<file path="src/rtl/alu_pkg.sv">
// alu_pkg -- shared definitions for the ALU issue stage.
//   ALU op codes, RV32 opcode/funct3/funct7 constants and the decoded
//   bundle carried through the skid buffer.
package alu_pkg;

  localparam int ALU_XLEN = 32;
  localparam int ALU_OP_W = 3;

  localparam logic [ALU_OP_W-1:0] OP_ADD = 3'b000;
  localparam logic [ALU_OP_W-1:0] OP_SUB = 3'b001;
  localparam logic [ALU_OP_W-1:0] OP_AND = 3'b010;
  localparam logic [ALU_OP_W-1:0] OP_OR  = 3'b011;
  localparam logic [ALU_OP_W-1:0] OP_MUL = 3'b100;
  localparam logic [ALU_OP_W-1:0] OP_SLL = 3'b101;

  localparam logic [6:0] OPC_OP     = 7'b0110011;
  localparam logic [6:0] OPC_OP_IMM = 7'b0010011;
  localparam logic [6:0] OPC_LOAD   = 7'b0000011;
  localparam logic [6:0] OPC_STORE  = 7'b0100011;
  localparam logic [6:0] OPC_BRANCH = 7'b1100011;

  localparam logic [2:0] F3_ADD = 3'b000;
  localparam logic [2:0] F3_SLL = 3'b001;
  localparam logic [2:0] F3_OR  = 3'b110;
  localparam logic [2:0] F3_AND = 3'b111;
  localparam logic [2:0] F3_BEQ = 3'b000;
  localparam logic [2:0] F3_BNE = 3'b001;

  localparam logic [6:0] F7_BASE   = 7'b0000000;
  localparam logic [6:0] F7_ALT    = 7'b0100000;
  localparam logic [6:0] F7_MULDIV = 7'b0000001;

  typedef struct packed {
    logic [ALU_XLEN-1:0] operand1;
    logic [ALU_XLEN-1:0] operand2;
    logic [ALU_XLEN-1:0] branch_target;
    logic [ALU_OP_W-1:0] alu_op;
    logic [4:0]          rd;
    logic                reg_write;
    logic                is_branch;
    logic                branch_ne;
    logic                illegal;
  } dec_t;

  localparam int DEC_W = $bits(dec_t);

endpackage

</file>
<file path="src/rtl/alu_issue_decode.sv">
// alu_issue_decode -- combinational RV32 decode into the ALU issue bundle.
//   instr    : instruction word
//   rs1_val  : rs1 register value
//   rs2_val  : rs2 register value
//   pc       : instruction PC
//   dec      : decoded bundle (operands, op, rd, flags, branch target)
// Build option: ALU_ISSUE_MUL_EN enables decode of MUL (f7=0000001, f3=000);
// without it that encoding is reported illegal.
module alu_issue_decode
  import alu_pkg::*;
(
  input  logic [31:0]         instr,
  input  logic [ALU_XLEN-1:0] rs1_val,
  input  logic [ALU_XLEN-1:0] rs2_val,
  input  logic [ALU_XLEN-1:0] pc,
  output dec_t                dec
);

  logic [6:0]          opcode;
  logic [2:0]          f3;
  logic [6:0]          f7;
  logic [ALU_XLEN-1:0] imm_i, imm_s, imm_b;
  logic                legal;
  logic                unused_rs1_field;

  assign opcode = instr[6:0];
  assign f3     = instr[14:12];
  assign f7     = instr[31:25];
  assign imm_i  = {{20{instr[31]}}, instr[31:20]};
  assign imm_s  = {{20{instr[31]}}, instr[31:25], instr[11:7]};
  assign imm_b  = {{19{instr[31]}}, instr[31], instr[7], instr[30:25], instr[11:8], 1'b0};
  // register indices are resolved upstream; only the values arrive here
  assign unused_rs1_field = ^instr[19:15];

  always_comb begin
    dec   = '0;
    legal = 1'b0;
    case (opcode)
      OPC_OP: begin
        dec.operand1  = rs1_val;
        dec.operand2  = rs2_val;
        dec.reg_write = 1'b1;
        if (f7 == F7_BASE) begin
          legal = 1'b1;
          case (f3)
            F3_ADD:  dec.alu_op = OP_ADD;
            F3_SLL:  dec.alu_op = OP_SLL;
            F3_OR:   dec.alu_op = OP_OR;
            F3_AND:  dec.alu_op = OP_AND;
            default: legal = 1'b0;
          endcase
        end else if (f7 == F7_ALT && f3 == F3_ADD) begin
          legal      = 1'b1;
          dec.alu_op = OP_SUB;
        end
`ifdef ALU_ISSUE_MUL_EN
        else if (f7 == F7_MULDIV && f3 == F3_ADD) begin
          legal      = 1'b1;
          dec.alu_op = OP_MUL;
        end
`endif
      end
      OPC_OP_IMM: begin
        dec.operand1  = rs1_val;
        dec.operand2  = imm_i;
        dec.reg_write = 1'b1;
        legal         = 1'b1;
        case (f3)
          F3_ADD:  dec.alu_op = OP_ADD;
          F3_OR:   dec.alu_op = OP_OR;
          F3_AND:  dec.alu_op = OP_AND;
          F3_SLL: begin
            legal        = (f7 == F7_BASE);
            dec.alu_op   = OP_SLL;
            dec.operand2 = {{(ALU_XLEN-5){1'b0}}, instr[24:20]};
          end
          default: legal = 1'b0;
        endcase
      end
      OPC_LOAD: begin
        legal         = 1'b1;
        dec.operand1  = rs1_val;
        dec.operand2  = imm_i;
        dec.reg_write = 1'b1;
      end
      OPC_STORE: begin
        legal        = 1'b1;
        dec.operand1 = rs1_val;
        dec.operand2 = imm_s;
      end
      OPC_BRANCH: begin
        legal             = (f3 == F3_BEQ) || (f3 == F3_BNE);
        dec.alu_op        = OP_SUB;
        dec.operand1      = rs1_val;
        dec.operand2      = rs2_val;
        dec.is_branch     = 1'b1;
        dec.branch_ne     = (f3 == F3_BNE);
        dec.branch_target = pc + imm_b;
      end
      default: legal = 1'b0;
    endcase

    // illegal encodings collapse to an all-zero NOP with only the flag set
    if (!legal) begin
      dec         = '0;
      dec.illegal = 1'b1;
    end else if (dec.reg_write) begin
      dec.rd = instr[11:7];
    end
  end

endmodule

</file>
<file path="src/rtl/alu_issue_stage.sv">
// alu_issue_stage -- ID/EX stage in front of the ALU with a 2-entry skid buffer.
//   clk, rst_n          : clock, synchronous active-low reset
//   in_valid/in_ready   : upstream handshake (in_ready is a flop output)
//   in_instr, in_rs1_val, in_rs2_val, in_pc : decoded-register-read inputs
//   flush               : drop every held entry, highest priority
//   out_valid/out_ready : EX handshake; out_* fields held while stalled
//   out_operand1/2, out_alu_op, out_rd, out_reg_write, out_is_branch,
//   out_branch_ne, out_branch_target, out_illegal : registered ALU bundle
//   alu_zero            : ALU zero flag for the entry at the output
//   branch_taken        : combinational BEQ/BNE resolution
// Build option: ALU_ISSUE_MUL_EN (MUL decode, see alu_issue_decode).
// XLEN/OP_W must match alu_pkg::ALU_XLEN/ALU_OP_W (bundle is fixed-width).
module alu_issue_stage
  import alu_pkg::*;
#(
  parameter int XLEN = ALU_XLEN,
  parameter int OP_W = ALU_OP_W
) (
  input  logic            clk,
  input  logic            rst_n,
  input  logic            in_valid,
  output logic            in_ready,
  input  logic [31:0]     in_instr,
  input  logic [XLEN-1:0] in_rs1_val,
  input  logic [XLEN-1:0] in_rs2_val,
  input  logic [XLEN-1:0] in_pc,
  input  logic            flush,
  output logic            out_valid,
  input  logic            out_ready,
  output logic [XLEN-1:0] out_operand1,
  output logic [XLEN-1:0] out_operand2,
  output logic [OP_W-1:0] out_alu_op,
  output logic [4:0]      out_rd,
  output logic            out_reg_write,
  output logic            out_is_branch,
  output logic            out_branch_ne,
  output logic [XLEN-1:0] out_branch_target,
  output logic            out_illegal,
  input  logic            alu_zero,
  output logic            branch_taken
);

  dec_t dec, main_q, spare_q;
  logic main_v, spare_v;
  logic accept, dequeue;

  alu_issue_decode u_decode (
    .instr   (in_instr),
    .rs1_val (in_rs1_val),
    .rs2_val (in_rs2_val),
    .pc      (in_pc),
    .dec     (dec)
  );

  assign in_ready = ~spare_v;
  assign accept   = in_valid & in_ready;
  assign dequeue  = main_v & out_ready;

  always_ff @(posedge clk) begin
    if (!rst_n) begin
      main_v  <= 1'b0;
      spare_v <= 1'b0;
      main_q  <= '0;
      spare_q <= '0;
    end else if (flush) begin
      main_v  <= 1'b0;
      spare_v <= 1'b0;
    end else if (main_v && !dequeue) begin
      // main is stalled; an accept can only happen when spare is empty
      if (accept) begin
        spare_q <= dec;
        spare_v <= 1'b1;
      end
    end else if (spare_v) begin
      // main frees up: promote spare (no accept possible this cycle)
      main_q  <= spare_q;
      spare_v <= 1'b0;
    end else begin
      main_v <= accept;
      if (accept) main_q <= dec;
    end
  end

  assign out_valid         = main_v;
  assign out_operand1      = main_q.operand1;
  assign out_operand2      = main_q.operand2;
  assign out_alu_op        = main_q.alu_op;
  assign out_rd            = main_q.rd;
  assign out_reg_write     = main_q.reg_write;
  assign out_is_branch     = main_q.is_branch;
  assign out_branch_ne     = main_q.branch_ne;
  assign out_branch_target = main_q.branch_target;
  assign out_illegal       = main_q.illegal;
  assign branch_taken      = main_v & main_q.is_branch & (alu_zero ^ main_q.branch_ne);

endmodule

</file>
<file path="config.mk">
export PLATFORM = sky130hd
export DESIGN_NAME = alu_issue_stage
export DESIGN_NICKNAME = d
export VERILOG_FILES = /design/src/rtl/alu_pkg.sv /design/src/rtl/alu_issue_decode.sv /design/src/rtl/alu_issue_stage.sv
export SDC_FILE = /design/constraint.sdc
export NUM_CORES = 1
export LEC_CHECK = 0
export BUFFER_PORTS_ARGS = -buffer_cell sky130_fd_sc_hd__buf_2
export CAP_MARGIN = 20
export CORE_UTILIZATION = 55
export CTS_CLUSTER_SIZE = 14
export DETAILED_ROUTE_END_ITERATION = 16
export PLACE_DENSITY = 0.81
export SYNTH_ARGS = -nofsm -noshare
export SYNTH_HDL_FRONTEND = slang
export SYNTH_SLANG_ARGS = --single-unit
</file>
<file path="constraint.sdc">
create_clock -name clk -period 4.32 [get_ports clk]
set_clock_uncertainty 0.15 [all_clocks]
set_input_delay 0.648 -clock clk [delete_from_list [all_inputs] [get_ports clk]]
set_output_delay 0.648 -clock clk [all_outputs]
set_load 0.02 [all_outputs]
</file>
Word level (Yosys, flattened, before mapping). Index checks and enable logic that the tools add are counted.

Latch bits: 0. Input bits: 134. Memories kept: 0. RAM bits: 0. Logic and storage cells: 76. Register bits: 218. Bits in read-only memories: 0.

Equal/unequal tests: 9. Muxes and demuxes: 20. Reductions and logical operators: 17. Shift-type cells: 0. Divide/modulo/power cells: 0. Bitwise gates (word level): 9. $mul: 0. Add/subtract/negate cells: 1. $lt $le $gt $ge: 0.

Operators by type and width (count): 64-bit one-hot mux with 4 select lines (1); 108-bit two-way mux (2); 99-bit two-way mux (1); 32-bit two-way mux (2); 32-bit adder (1); 7-bit by 6-bit == test with 1-bit output, second input constant (3); 3-bit one-hot mux with 3 select lines (2); 5-bit two-way mux (2); 3-bit OR reduction (3); 7-bit by 2-bit == test with 1-bit output, second input constant (1); 7-bit by 5-bit == test with 1-bit output, second input constant (1); 7-bit == test, second input constant (1); 7-bit zero test (1); 3-bit == test, second input constant (2); 3-bit AND reduction (2); 2-bit OR reduction (3); 1-bit two-way mux (5); 1-bit AND (4); 4-bit two-way mux (1); 1-bit NOT (4); 1-bit one-hot mux with 4 select lines (1); 4-bit OR reduction (1); 3-bit by 1-bit == test with 1-bit output, second input constant (1); 3-bit zero test (1); other kinds (9) (10).

Depth between registers and ports, before layout. Gate-level depths: netlist (run 1).

Depth after elaboration: 8. Depth in mapped cells: 11. Gate-level depth less buffers: 10.

Cells and area by module. From an unflattened synthesis (run 1), not the netlist that was laid out.

Cell total of the unflattened synthesis: 1435. Area total of the unflattened synthesis: 12268.0 um^2.

Modules (own cells, without submodules): alu_issue_stage (cells an instance 977, sequential area each 4364.2 um^2, instances 1, area an instance 9487.8 um^2); alu_issue_decode (cells an instance 458, sequential area each 0.0 um^2, instances 1, area an instance 2780.2 um^2).

Worst setup path after synthesis (run 1). Ideal clock, no wire load.

Kind: input-to-reg. From: in in_instr[8]. To: reg spare_q[41] (netlist name). Arrival time: 2961 ps. Required time: 4046 ps. Slack: 1085 ps. Cell stages on the path: 11. Setup time: 124 ps. Path through: ha_1 inv_1 fa_1 and2b_2 o2111ai_4 a211o_1 and4_1 buf_6 or4_4 a21oi_2 o31ai_1.

Word-level cells in the longest chain between the ends: 3.

RTL lines: from (decl) (RTL line alu_issue_stage.sv:23) `input logic [31:0] in_instr,`; 32-bit adder (RTL line alu_issue_decode.sv:98) `dec.branch_target = pc + imm_b;`; 32-bit two-way mux (RTL line alu_issue_decode.sv:38) `case (opcode)`; 99-bit two-way mux (RTL line alu_issue_decode.sv:104) `if (!legal) begin`; to (signal assigned) (RTL line alu_issue_stage.sv:64) `spare_q <= '0;`; to (signal assigned) (RTL line alu_issue_stage.sv:71) `spare_q <= dec;`; to (decl) (RTL line alu_issue_stage.sv:43) `dec_t dec, main_q, spare_q;`.

Every way passes these cells. A chain may end at the register's enable or synchronous reset.

Worst setup path after layout (run 1).
From: in in_instr[31]. To: reg spare_q[37] (netlist name).

Word-level cells in the longest chain between the ends: 6.

RTL lines (RTL line): branches (longest 5 deep; another with 32-bit adder); 99-bit two-way mux (*) (alu_issue_decode.sv:104).

Mark *: on every way between the ends.

==> impl_metrics.yaml, run 1 <==
pwr:
  pwr-share-seq_pct: 43.9
  swShare_pct: 27.7
  p_total_mw: 4.78
  switchingPower_mw: 1.32
  intPower_mw: 3.46
  power_density_nw_per_um2: 366
  clock_power_share_pct: 40.7
  power_frac_comb_pct: 15.5
  leakage_nw: 5.14
  vdd_drop_max_uv: 334
synth:
  yosys_warnings: 0
  yosysTopAreaCell: "dfxtp_1"
  synth-edff-count: 0
  yosysTopAreaCellShare_pct: 39.3
  avgSynthCellArea_sq_um: 7.72
  yosysMostFrequentCell: "a21oi_1"
  synth_seq_cells: 218
  ys.flop_type: "dfxtp_1"
  async_flop_share_pct: 0
  yosysSeqAreaShare_pct: 39.3
  netlist_top_cells_area: "dfxtp_1 (39%), a21oi_1 (11%), o21ai_0 (6.1%)"
  synthCells: 1439
  syn_nets: 1604
  yosysUniqueCellTypes: 76
  synth_area_sq_um: 11100
  synthTopCellsByCount: "a21oi_1 (250), dfxtp_1 (218), o21ai_0 (135)"
die:
  core_sq_um: 19700
  placementRows: 51
  die_height_um: 144
  io_pins: 245
  start_util_pct: 56.5
  fp.dieArea_sq_um: 20800
  die_w_um: 144
cells_and_area:
  drive_gt1_share_pct: 19.7
  nets: 1762
  finalNonFillerCells: 1878
  syn2layout_area_growth_pct: 17.7
clock_tree:
  hold_buffers: 0
  cts.sinks: 218
  postCtsSetupBuffers: 0
  htree_levels: 1
  cts_made_buffers: 23
  clockRootBuffer: "clkbuf_16"
  cts_tree: "yes"
  post_cts_resized: 0
  clock_latency_ps: 520
  clock_path_buffers: 3
  cts.reportedPaths.clkPinSlew_ps: 60
placed_design:
  portBuffers: 239
  gp_congestion: 0.932
  dp_cells: 1837
  hpwlAfterDp_mm: 21.9
worst_setup_path:
  arrival_ps: 3450
  endpoint_kind: "flip-flop"
  path_max_fanout: 24
  critical_path_class: "input pin to flip-flop"
  reg2reg_slack_ps: 1730
  startpoint_type: "input pin"
  required_ps: 4580
sta:
  slew_headroom_pct: 28.8
  tightest_slew_ps: 1070
  setup_violations: 0
  period_needed_ps: 3190
  slew_viol_final: 0
  hold_viol: 0
  rsz0062_at_grt: "no"
  tns_ps: 0
  max_freq_mhz: 313
  fin_crit_sh_pct: 73.9
global_route:
  grt_pass1_wl_mm: 52.5
  grt_start_max_net_pins: 155
  grt_usage_pct: 31.3
  overflow: 0
  grt_antenna_before_repair: 1
  grt_pass1_vias: 10400
drt:
  route.detailed.drc: 0
  vias: 11600
  wl_mm: 33.6
  routedWlPerCell_um: 17.9
  drt-pass1-iter-count: 6
  antenna_left: 0
  dr.first_iter.drc_count: 912
  via_per_inst: 6.15
hold_path:
  hold_class: "input pin to flip-flop"
job:
  max_cap_viol_count: 0
run_status:
  status: "completed"
==> power groups by stage <==
stage	Clock, mW	Combinational, mW	Sequential [mW]
floorplan	0	0.416	2.21
CTS	1.96	0.732	2.10
detailed placement	0	0.726	2.14
global route	2.05	0.808	2.10
global placement	0	0.716	2.14
finish	1.95	0.741	2.10
==> layout by cell type (no fill, tap or decap), types with 14 or more instances in the layout <==
cell type | synthesis | layout
nor3_1 | 80 | 78
nor2_1 | 125 | 125
nand3_1 | 65 | 65
buf_4 | 2 | 17
a21oi_1 | 250 | 250
clkbuf_16 | 0 | 23
a21o_1 | 14 | 14
dfxtp_1 | 218 | 217
ha_1 | 30 | 30
nand2_1 | 121 | 121
a221oi_1 | 42 | 42
buf_2 | 17 | 239
or3_1 | 21 | 19
o21ai_0 | 135 | 135
==> per-stage QoR <==
stage                     instance area, sq um  worst slack (ps)  utilization, %  hold WS (ps)
after floorplan                          11100              1080               -           272
after global placement                   12300               696            62.7           284
after global routing                     13100              1040            66.5           233
final                                    13100              1130            66.5           238
after detailed placement                 12300               667            62.8           292
after CTS                                13100              1200            66.5           224
==> critical path, stage by stage <==
cell       delay, ps
buf_2            450
ha_1             400
a21oi_1          260
nor2_1           130
a2111oi_4        410
and4_1           450
nor4_2           130
or3_1            320
a32o_1           240
==> worst paths after layout <==
path / cells after the start / start / end
setup / recovery: 9 / in_instr[31] / spare_q[37]
hold / removal: 3 / in_rs1_val[9] / spare_q[85]
setup reg to reg: 8 / spare_v / spare_q[43]
hold reg to reg: 2 / spare_q[87] / spare_q[87]
==> state kept, by name, indices dropped and copies added, names as in the netlist, 3 cells and up <==
name               count
out_alu_op             3
spare_q              108
out_branch_target     32
out_operand1          32
out_operand2          32
out_rd                 5
==> area by class of cell <==
class	instances	area [sq um]
Clock buffer	37	678
Tap cell	265	332
Clock inverter	3	55.1
Sequential cell	218	4370
Antenna cell	1	2.50
Inverter	14	53.8
Fill cell	1781	6580
Timing Repair Buffer	259	1380
Multi-Input combinational cell	1081	6210
==> layer usage <==
layer	vias to the layer above	wire [um]	track usage, %
met1	5355	14300	41.8
met5	-	0	0
li1	5600	-	-
met2	524	15100	50.2
met4	0	1100	10.7
met3	78	3060	6.23
==> logic make-up (layout without fill, tap and decap cells) <==
| family | after synthesis | in the layout | share of synthesized area, % |
|---|---|---|---|
| xor gates and xnor gates | 20 | 20 | 1.58 |
| and+or+nand+nor | 487 | 487 | 20.8 |
| muxes | 5 | 5 | 0.450 |
| buffers and inverters | 140 | 313 | 5.20 |
| AOI/OAI and AO/OA | 538 | 538 | 29.2 |
| adders and majority gates | 31 | 31 | 3.56 |
| DFF | 218 | 218 | 39.3 |
| other | 0 | 1 | 0 |
Power figures use the tool's default switching activity.
==> inputs of run 2 (changes only) <==
CORE_UTILIZATION = 50   (was 55)
PLACE_DENSITY = 0.77   (was 0.81)
clock period = 2.9 ns   (was 4.32 ns; I/O delays follow)
==> impl_metrics.yaml, run 2 (synthesis gave the netlist of run 1 again) <==
run_status:
  status: "completed"
die:
  core_sq_um: 21800
  fp.dieArea_sq_um: 22800
  die_w_um: 151
  io_pins: 245
  start_util_pct: 50.9
  die_height_um: 151
  placementRows: 54
clock_tree:
  clock_path_buffers: 3
  hold_buffers: 0
  cts_made_buffers: 24
  htree_levels: 1
  clockRootBuffer: "clkbuf_16"
  cts_tree: "yes"
  postCtsSetupBuffers: 0
  post_cts_resized: 0
  cts.sinks: 218
  clock_latency_ps: 530
  cts.reportedPaths.clkPinSlew_ps: 60
global_route:
  overflow: 0
  grt_start_max_net_pins: 127
  grt_usage_pct: 30.4
  grt_antenna_before_repair: 1
  grt_pass1_vias: 10900
  grt_pass1_wl_mm: 55.8
cells_and_area:
  final_cell_mix: "a21oi_1 (250), buf_2 (239), dfxtp_1 (217)"
  nets: 1871
  drive_gt1_share_pct: 25.4
  utilization_pct: 64.8
  final_common_cell: "a21oi_1"
  regMostFlops: "spare_q"
  syn2layout_area_growth_pct: 27.4
  finalNonFillerCells: 2008
  largest_reg_flops: 108
worst_setup_path:
  cp_slowest_stage_delay_ps: 360
  crit_path_top_delay_cell: "fa_2"
  path_max_fanout: 7
  crit_buf_inv: 3
  endpoint_kind: "flip-flop"
  crit_family: "simple AND/OR/NAND/NOR gates"
  startpoint_type: "input pin"
  cp-startpoint: "in_instr[8]"
  r2r_start: "spare_v"
  cp_cell_sequence: "buf_2, ha_1, inv_1, fa_2, and2b_2, o2111ai_4, a211o_1, and4_1, buf_4, nor4_2, o21ai_1, a32o_1"
  arrival_ps: 2950
  critical_path_class: "input pin to flip-flop"
  required_ps: 3170
drt:
  antenna_left: 0
  dr.first_iter.drc_count: 1066
  via_per_inst: 6.00
  drt-pass1-iter-count: 5
  route.detailed.drc: 0
  vias: 12100
  routedWlPerCell_um: 18.0
  wl_mm: 36.1
placed_design:
  hpwlAfterDp_mm: 24.5
  dp_cells: 1960
  portBuffers: 239
  gp_congestion: 0.941
  place_ws_ps: -315
sta:
  setup_violations: 0
  tightest_slew_ps: 626
  layout_setup_ws_ps: 215
  slew_headroom_pct: 58.3
  fin_crit_sh_pct: 92.6
  slew_viol_final: 0
  hold_viol: 0
  rsz0062_at_grt: "no"
  period_needed_ps: 2690
  max_freq_mhz: 372
hold_path:
  hold_start: "in_rs1_val[4]"
  hold_class: "input pin to flip-flop"
pwr:
  power_density_nw_per_um2: 549
  leakage_nw: 5.77
  vdd_drop_max_uv: 389
job:
  max_cap_viol_count: 0
## run 2: path summary, 6_finish.rpt
check / end / slack, ps / depth (start not counted)
min reg2reg: spare_q[39] / 290 / 2
max reg2reg: out_operand1[18] / 540 / 5
max: spare_q[37] / 210 / 12
min: spare_q[80] / 20 / 3
## run 2: worst register-to-register path: cells and delay by family, from the launching register on
family                 cells  cell delay [ps]
and+or+nand+nor            3              860
DFF                        1              580
AOI/OAI and AO/OA          1              350
buffers and inverters      1              300
## run 2: stage by stage
stage	power [mW]	hold WS, ps	cell area (sq um)	setup TNS (ps)
floorplan	3.91	272	11100	0
global placement	4.43	284	13300	-3150
detailed placement	4.45	284	13300	-4020
CTS	7.79	11.0	14100	0
global route	8.04	30.2	14100	0
finish	7.77	21.7	14200	0
## run 2: report_power, final
| part | switching (mW) | internal (mW) | total [mW] |
|---|---|---|---|
| Clock | 1.32 | 2.04 | 3.36 |
| Combinational | 0.766 | 0.513 | 1.28 |
| Sequential | 0.0476 | 3.08 | 3.13 |
| Total | 2.13 | 5.63 | 7.77 |
## run 2: layout make-up
cell class / count / area [sq um]
multi-input combinational: 1081 / 6210
sequential: 218 / 4370
clock inverter: 13 / 190
fill: 1922 / 7670
inverter: 14 / 53.8
clock buffer: 31 / 687
antenna: 4 / 10.0
tap: 280 / 350
timing repair buffer: 367 / 2280
## run 2: metal layers
layer  wire length, um  GRT usage, %  up-vias  share of wire (%)
met1             15700          40.9     5701                 44
met5                 0             0        -                  0
met2             16600          48.9      457                 46
met4              1160          12.3        0                3.2
met3              2600          4.04       76                7.2
li1                  -             -     5818                  -
